$ cat src/rtl/frame_sweep_ctrl_if.sv
// Handshake and status bundle between the frame sweep controller and its
// writer, consumer and RAM.
interface frame_sweep_ctrl_if #(
  parameter int ADDR_W = 7
);
  logic              clear;
  logic              load_start;
  logic              loop;
  logic              wr_valid;
  logic              wr_ready;
  logic              wr_en;
  logic [ADDR_W-1:0] wr_addr;
  logic              rd_ready;
  logic              rd_en;
  logic [ADDR_W-1:0] rd_addr;
  logic              rd_valid;
  logic              busy;
  logic              sweep_done;
  logic [7:0]        frame_cnt;

  modport master (
    output clear, load_start, loop, wr_valid, rd_ready,
    input  wr_ready, wr_en, wr_addr, rd_en, rd_addr, rd_valid,
           busy, sweep_done, frame_cnt
  );

  modport slave (
    input  clear, load_start, loop, wr_valid, rd_ready,
    output wr_ready, wr_en, wr_addr, rd_en, rd_addr, rd_valid,
           busy, sweep_done, frame_cnt
  );
endinterface

$ cat src/rtl/frame_sweep_ctrl.sv
// Fill / settle / sweep sequencer for a DEPTH-entry frame buffer with a
// 1-cycle-latency RAM read path and optional sweep replay.
module frame_sweep_ctrl #(
  parameter int DEPTH      = 128,
  parameter int ADDR_W     = $clog2(DEPTH),
  parameter int SETTLE_CYC = 127
) (
  input  logic               clk,
  input  logic               reset,
  frame_sweep_ctrl_if.slave  bus
);

  localparam int CNT_W = (SETTLE_CYC > 0) ? $clog2(SETTLE_CYC + 1) : 1;

  typedef enum logic [2:0] {IDLE, FILL, SETTLE, SWEEP, DONE} state_t;

  state_t            state_q, state_d;
  logic [ADDR_W-1:0] wr_addr_q, wr_addr_d;
  logic [ADDR_W-1:0] rd_addr_q, rd_addr_d;
  logic [CNT_W-1:0]  settle_q, settle_d;
  logic              rd_valid_q;
  logic [7:0]        frame_cnt_q;
  logic              wr_en, rd_en, done;

  // clear gates strobes and the done pulse within the same cycle
  always_comb begin
    wr_en     = (state_q == FILL)  && bus.wr_valid && !bus.clear;
    rd_en     = (state_q == SWEEP) && bus.rd_ready && !bus.clear;
    done      = (state_q == DONE)  && !bus.clear;
    state_d   = state_q;
    wr_addr_d = wr_addr_q;
    rd_addr_d = rd_addr_q;
    settle_d  = settle_q;
    if (bus.clear) begin
      state_d   = IDLE;
      wr_addr_d = '0;
      rd_addr_d = '0;
      settle_d  = '0;
    end else begin
      case (state_q)
        IDLE: begin
          if (bus.load_start) begin
            state_d   = FILL;
            wr_addr_d = '0;
          end
        end
        FILL: begin
          if (wr_en) begin
            wr_addr_d = wr_addr_q + ADDR_W'(1);
            if (wr_addr_q == ADDR_W'(DEPTH - 1)) begin
              state_d  = SETTLE;
              settle_d = '0;
            end
          end
        end
        SETTLE: begin
          if (settle_q == CNT_W'(SETTLE_CYC)) begin
            state_d   = SWEEP;
            rd_addr_d = '0;
          end else begin
            settle_d = settle_q + CNT_W'(1);
          end
        end
        SWEEP: begin
          if (rd_en) begin
            rd_addr_d = rd_addr_q + ADDR_W'(1);
            if (rd_addr_q == ADDR_W'(DEPTH - 1)) state_d = DONE;
          end
        end
        DONE: begin
          rd_addr_d = '0;
          state_d   = bus.loop ? SWEEP : IDLE;
        end
        default: state_d = IDLE;
      endcase
    end
  end

  always_ff @(posedge clk or negedge reset) begin
    if (!reset) begin
      state_q     <= IDLE;
      wr_addr_q   <= '0;
      rd_addr_q   <= '0;
      settle_q    <= '0;
      rd_valid_q  <= 1'b0;
      frame_cnt_q <= '0;
    end else begin
      state_q    <= state_d;
      wr_addr_q  <= wr_addr_d;
      rd_addr_q  <= rd_addr_d;
      settle_q   <= settle_d;
      rd_valid_q <= rd_en;
      if (done) frame_cnt_q <= frame_cnt_q + 8'd1;
    end
  end

  always_comb begin
    bus.wr_ready   = (state_q == FILL);
    bus.wr_en      = wr_en;
    bus.wr_addr    = wr_addr_q;
    bus.rd_en      = rd_en;
    bus.rd_addr    = rd_addr_q;
    bus.rd_valid   = rd_valid_q;
    bus.busy       = (state_q != IDLE);
    bus.sweep_done = done;
    bus.frame_cnt  = frame_cnt_q;
  end

endmodule

$ cat src/flat_wrapper.sv
// flat-port wrapper written by rule: the top's interface ports become plain ports
module frame_sweep_ctrl_flat 
#(
  parameter int DEPTH      = 128,
  parameter int ADDR_W     = $clog2(DEPTH),
  parameter int SETTLE_CYC = 127
)
  (clk, reset, bus_clear, bus_load_start, bus_loop, bus_wr_valid, bus_rd_ready, bus_wr_ready, bus_wr_en, bus_wr_addr, bus_rd_en, bus_rd_addr, bus_rd_valid, bus_busy, bus_sweep_done, bus_frame_cnt);
  frame_sweep_ctrl_if #(.ADDR_W(ADDR_W)) bus_i ();
  input  logic clk;
  input  logic reset;
  input wire logic [$bits(bus_i.clear)-1:0] bus_clear;
  input wire logic [$bits(bus_i.load_start)-1:0] bus_load_start;
  input wire logic [$bits(bus_i.loop)-1:0] bus_loop;
  input wire logic [$bits(bus_i.wr_valid)-1:0] bus_wr_valid;
  input wire logic [$bits(bus_i.rd_ready)-1:0] bus_rd_ready;
  output wire logic [$bits(bus_i.wr_ready)-1:0] bus_wr_ready;
  output wire logic [$bits(bus_i.wr_en)-1:0] bus_wr_en;
  output wire logic [$bits(bus_i.wr_addr)-1:0] bus_wr_addr;
  output wire logic [$bits(bus_i.rd_en)-1:0] bus_rd_en;
  output wire logic [$bits(bus_i.rd_addr)-1:0] bus_rd_addr;
  output wire logic [$bits(bus_i.rd_valid)-1:0] bus_rd_valid;
  output wire logic [$bits(bus_i.busy)-1:0] bus_busy;
  output wire logic [$bits(bus_i.sweep_done)-1:0] bus_sweep_done;
  output wire logic [$bits(bus_i.frame_cnt)-1:0] bus_frame_cnt;
  assign bus_i.clear = bus_clear;
  assign bus_i.load_start = bus_load_start;
  assign bus_i.loop = bus_loop;
  assign bus_i.wr_valid = bus_wr_valid;
  assign bus_i.rd_ready = bus_rd_ready;
  assign bus_wr_ready = bus_i.wr_ready;
  assign bus_wr_en = bus_i.wr_en;
  assign bus_wr_addr = bus_i.wr_addr;
  assign bus_rd_en = bus_i.rd_en;
  assign bus_rd_addr = bus_i.rd_addr;
  assign bus_rd_valid = bus_i.rd_valid;
  assign bus_busy = bus_i.busy;
  assign bus_sweep_done = bus_i.sweep_done;
  assign bus_frame_cnt = bus_i.frame_cnt;
  frame_sweep_ctrl #(.DEPTH(DEPTH), .ADDR_W(ADDR_W), .SETTLE_CYC(SETTLE_CYC)) u_core (.clk(clk), .reset(reset), .bus(bus_i));
endmodule
$ cat config.mk
export PLATFORM = sky130hd
export DESIGN_NAME = frame_sweep_ctrl_flat
export DESIGN_NICKNAME = d
export VERILOG_FILES = /design/src/rtl/frame_sweep_ctrl_if.sv /design/src/rtl/frame_sweep_ctrl.sv /design/src/flat_wrapper.sv
export SDC_FILE = /design/constraint.sdc
export NUM_CORES = 1
export LEC_CHECK = 0
export CORE_UTILIZATION = 46
export CTS_CLUSTER_DIAMETER = 50
export DETAILED_ROUTE_END_ITERATION = 8
export PLACE_DENSITY_LB_ADDON = 0.15
export SLEW_MARGIN = 5
export SYNTH_ARGS = -nofsm -noshare
export SYNTH_HDL_FRONTEND = slang
export SYNTH_SLANG_ARGS = --single-unit
$ cat constraint.sdc
create_clock -name clk -period 1.65 [get_ports clk]
set_input_delay 0.33 -clock clk [delete_from_list [all_inputs] [get_ports clk]]
set_output_delay 0.33 -clock clk [all_outputs]
set_load 0.01 [all_outputs]
# Yosys cells after proc, flatten, opt, wreduce, memory -nomap -nowiden
# Cells that the tools add are included.
dict set report totals {
  regBits 33
  latch_bits 0
  mem_bits_rw 0
  mem_bits_ro 0
  inputBits 7
  out_inout_bits 28
  word_cells 61
  memories 0
}
dict set report op_classes {
  n_addsub 4
  multipliers 0
  div 0
  order_cmp 0
  eq_ne 14
  shift 0
  mux 22
  n_bitwise 0
  reduce_logical 15
}
# op count
set ops {}
lappend ops {{7-bit two-way mux} 10}
lappend ops {{7-bit case mux with 2 select lines} 2}
lappend ops {{7-bit by 1-bit adder with 7-bit output, second input constant} 3}
lappend ops {{7-bit equality test, second input constant} 3}
lappend ops {{3-bit two-way mux} 7}
lappend ops {{7-bit case mux with 3 select lines} 1}
lappend ops {{3-bit case mux with 5 select lines} 1}
lappend ops {{3-bit by 2-bit != test with 1-bit output, second input constant} 4}
lappend ops {{3-bit != test, second input constant} 3}
lappend ops {{3-bit nonzero test} 3}
lappend ops {{8-bit by 1-bit adder with 8-bit output, second input constant} 1}
lappend ops {{3-bit by 2-bit equality test with 1-bit output, second input constant} 2}
lappend ops {{3-bit AND reduction} 2}
lappend ops {{6-bit AND reduction} 1}
lappend ops {{1-bit logical AND} 5}
lappend ops {{4-bit AND reduction} 1}
lappend ops {{4-bit nonzero test} 1}
lappend ops {{3-bit by 1-bit equality test with 1-bit output, second input constant} 1}
lappend ops {{3-bit equality test, second input constant} 1}
lappend ops {{3-bit zero test} 1}
lappend ops {{2-bit two-way mux} 1}
lappend ops {{1-bit zero test} 1}

# Depth between registers and ports, before layout
dict set report logic_depth {
  ltp_word 6
  depth_mapped 6
  depth_no_buf 5
}

# Least setup slack after synthesis
# No wires, ideal clock.
dict set report synth_path {
  path_type {register to register}
  from {reg u_core.state_q[0]}
  to {reg u_core.state_q[1]}
  setup_time_ns 0.125
  t_arrival_ns 1.638
  required_ns 1.525
  path_slack_ns -0.113
  path_stages_with_launch 5
  n_path_buf 0
  period_less_slack_ns 1.763
  path_cell_list {dfrtp_1 > or4b_1 > a31o_2 > nand4_1 > mux2_2}
}
dict set report synth_between {
  elab_chain_len 5
  word_cells_on_any_way 18
  classes_between {10 x eq/ne; 2 x mux; 6 x reduce/logical}
}
# element line_no
set synth_rtl {}
lappend synth_rtl {{from (decl)} frame_sweep_ctrl.sv:17} ;# state_t state_q, state_d;
lappend synth_rtl {{from (signal assigned)} frame_sweep_ctrl.sv:88} ;# state_q <= state_d;
lappend synth_rtl {{3-bit by 2-bit equality test with 1-bit output / 3-bit by 1-bit equality test with 1-bit output (equally long branches)} {frame_sweep_ctrl.sv:28, frame_sweep_ctrl.sv:40, frame_sweep_ctrl.sv:27}}
lappend synth_rtl {{1-bit logical AND, on equally long branches (2 in series)} {frame_sweep_ctrl.sv:28, frame_sweep_ctrl.sv:27}}
lappend synth_rtl {{3-bit by 2-bit != test with 1-bit output (no line)} --}
lappend synth_rtl {{6-bit AND reduction (no line)} --}
# Parallel ways exist; a longest one is shown, timed or not.
# A chain may end at the register's enable or synchronous reset.

# Final worst setup path
# Ends and elaborated chain as after synthesis.

==> metrics.md <==
| Metric | Value |
|---|---|
| Max clock buf depth | `2` |
| Final wirelength | `4.68 mm` |
| Post-place instance area | `0.00250 mm2` |
| Die width | `64.6 um` |
| Max-slew violation count | `0` |
| Tcrit/Tclk final | `1.17` |
| Mean Syn Cell Area | `9.95 um2` |
| R2R Path End | `u_core.state_q[1]` |
| Max VDD drop | `0.582 mV` |
| Arr. time, crit path | `2090 ps` |
| Num CTS Buffers | `5` |
| RD Place Congestion | `0.850` |
| Non-Filler Instances | `315` |
| Setup WS post-layout | `-278 ps` |
| Crit-path max FO | `6` |
| Initial antenna violation count | `0` |
| CP Launch Point | `u_core.state_q[0]` |
| DRT Pass-1 Iters | `4` |
| Vias per cell | `5.57` |
| Post-Synthesis Cell Area | `0.00180 mm2` |
| CP endpoint kind | `register` |
| Core area | `0.00372 mm2` |
| Worst slew margin | `0.654` |
| Tmin final | `1930 ps` |
| Pre-CTS WS | `-671 ps` |
| Final hold violations | `0` |
| Library cell with the largest summed area after synthesis | `dfrtp_1` |
| Seq/Total Area, Yosys | `0.458` |
| Clk_skew | `3.02 ps` |
| Most frequent cells after synthesis | `dfrtp_1, nand2_1, nor2_1` |
| EDFF count, synth | `0` |
| Max Cap Viol | `0` |
| Initial drt markers | `65` |
| Status | `finished, violations left` |
| CTS Root Buffer Type | `clkbuf_8` |
| Layout cell share with drive strength beyond 1 | `0.397` |
| Clk slew on worst S/H paths | `70 ps` |
| # IOs | `35` |
| CP Launch Type | `register` |
| Synth top area share | `0.458` |
| First-pass GRT wire length | `7.82 mm` |
| Post-synth top flop | `dfrtp_1` |
| Total gr overflow | `0` |
| Failing checks | `setup timing` |
| Via Count | `1756` |
| Finished Cell Area | `0.00282 mm2` |
| Synth Instances | `181` |
| Avg WL per Cell | `14.9 um` |
| Layout Nets | `278` |
| Reg-to-reg slack, setup | `-280 ps` |
| Worst-Skew Late Latency | `280 ps` |
| Reg-to-reg startpoint | `u_core.state_q[0]` |
| Power Density | `971 mW/mm2` |
| Largest cells by area after synthesis | `dfrtp_1, nand2_1, o21ai_0, xnor2_1, ha_1` |
| Worst Setup EP | `u_core.state_q[1]` |
| Setup violators final | `23` |
| Number of cells on the worst reg-to-reg path | `7` |
| Yosys warning count | `0` |
| H-tree Lvls | `2` |
| Hold_buf cts | `0` |
| Initial core utilization | `0.485` |
| Area growth from synthesis to layout | `56.2%` |
| CTS tree | `built` |
| Least-Margin Pin Slew | `520 ps` |
| HPWL after DPL | `3.14 mm` |
| Number of diodes | `0` |
| FMAX | `519 MHz` |
| RSZ-0062 raised after global routing | `true` |
| Die height | `64.6 um` |
| Yosys cell types | `47` |
| Remaining DRCs | `0` |
| Maximum number of pins on one net before global-route repair | `34` |
| Critical path class | `reg2reg` |
| DRT antenna net count | `0` |
| Die area | `0.00417 mm2` |
| Post-Syn Nets | `192` |
| Clk sinks | `33` |
| Req. time, crit path | `1820 ps` |
| Gr usage total | `0.245` |
| Register bit total from synthesis | `33` |
| # port buffers | `34` |
| Row cnt | `22` |
| Most common cell in the netlist | `dfrtp_1` |
| Vias in the first global route | `1767` |
| Worst min-delay path category | `in2async` |
| Ys async rst share | `1.00` |
| Leak Pwr | `1.29 nW` |
| Cell total after placement | `298` |
layout by cell type (no fill, tap or decap), types with 4 or more instances in the layout:
master / synthesis / layout
nor2_1: 13 / 8
a21o_1: 4 / 4
clkbuf_8: 0 / 6
dfrtp_2: 0 / 6
nand4_1: 6 / 6
nand2_1: 15 / 12
inv_1: 11 / 9
nand3_1: 10 / 9
buf_4: 0 / 41
xnor2_1: 6 / 6
o21ai_2: 0 / 4
o21ai_1: 0 / 5
clkdlybuf4s50_1: 0 / 26
buf_6: 0 / 10
dfrtp_1: 33 / 27
a21oi_2: 0 / 4
o211ai_1: 4 / 4
cell families after synthesis:
| group | after synthesis | synth area share |
|---|---|---|
| flip-flops | 33 | 0.458 |
| AND/OR/NAND/NOR | 75 | 0.251 |
| AO/OA/AOI/OAI | 42 | 0.166 |
| adder cells (fa/ha/maj) | 4 | 0.0278 |
| multiplexers | 5 | 0.0306 |
| buffers and inverters | 15 | 0.0326 |
| XOR/XNOR | 7 | 0.0340 |
state kept, by name (all words and copies together), names as in the netlist:
register,cells
u_core.bus.frame_cnt,8
u_core.bus.wr_addr,7
u_core.bus.rd_addr,7
u_core.settle_q,7
u_core.state_q,3
u_core.bus.rd_valid,1
per-layer routing:
metal  up-vias  GRT usage  routed length (um)
met5         -          0                   0
met4         0      0.100                 104
met3        11     0.0599                 167
met2        40      0.420                2360
met1       863      0.294                2050
li1        842          -                   -
timing repair:
| item | 4_1_cts | 5_1_grt |
|---|---|---|
| setup endpoints to repair | 30 | 37 |
| resized for setup | 39 | 41 |
| pin swaps | 13 | 14 |
| hold endpoints to repair | 0 | 0 |
| setup buffers | 10 | 1 |
worst max-delay path: stages, from the launching register on:
cell and delay, ps:
dfrtp_2 440, buf_6 140, buf_4 130, buf_6 110
nor3_1 330, o21ai_0 200, nand4_1 150, mux2_4 310
per-stage QoR:
step	utilization	total power [mW]	hold WS (ps)	setup TNS, ps
after floorplan	-	1.37	34.4	-185
after global routing	0.758	2.87	500	-3730
after detailed placement	0.673	1.80	461	-12760
after global placement	0.673	1.77	461	-11690
final	0.758	2.73	462	-2080
after CTS	0.733	2.62	474	-2230
power by group:
group          total, mW  internal (mW)  switching, mW
sequential         0.914          0.860         0.0537
combinational       1.20          0.669          0.534
clock              0.616          0.331          0.285
total               2.73           1.86          0.872
layout make-up:
cell class	instances	area (um2)
clock buffers	7	86.3
well taps	48	60.1
multi-input cells	133	1070
inverters	11	41.3
fillers	245	901
repair buffers	83	726
flip-flops and latches	33	833
worst min-delay path by stage:
stage | from | to | cells past startpoint
after global routing | u_core.bus.frame_cnt[7] | u_core.bus.frame_cnt[7] | 1
after floorplan | reset | u_core.bus.frame_cnt[0] | 0
after detailed placement | u_core.bus.frame_cnt[7] | u_core.bus.frame_cnt[7] | 1
after CTS | u_core.bus.frame_cnt[7] | u_core.bus.frame_cnt[7] | 1
after global placement | u_core.bus.frame_cnt[7] | u_core.bus.frame_cnt[7] | 1
final | reset | u_core.bus.frame_cnt[3] | 2
(Power assumes the default switching activity.)
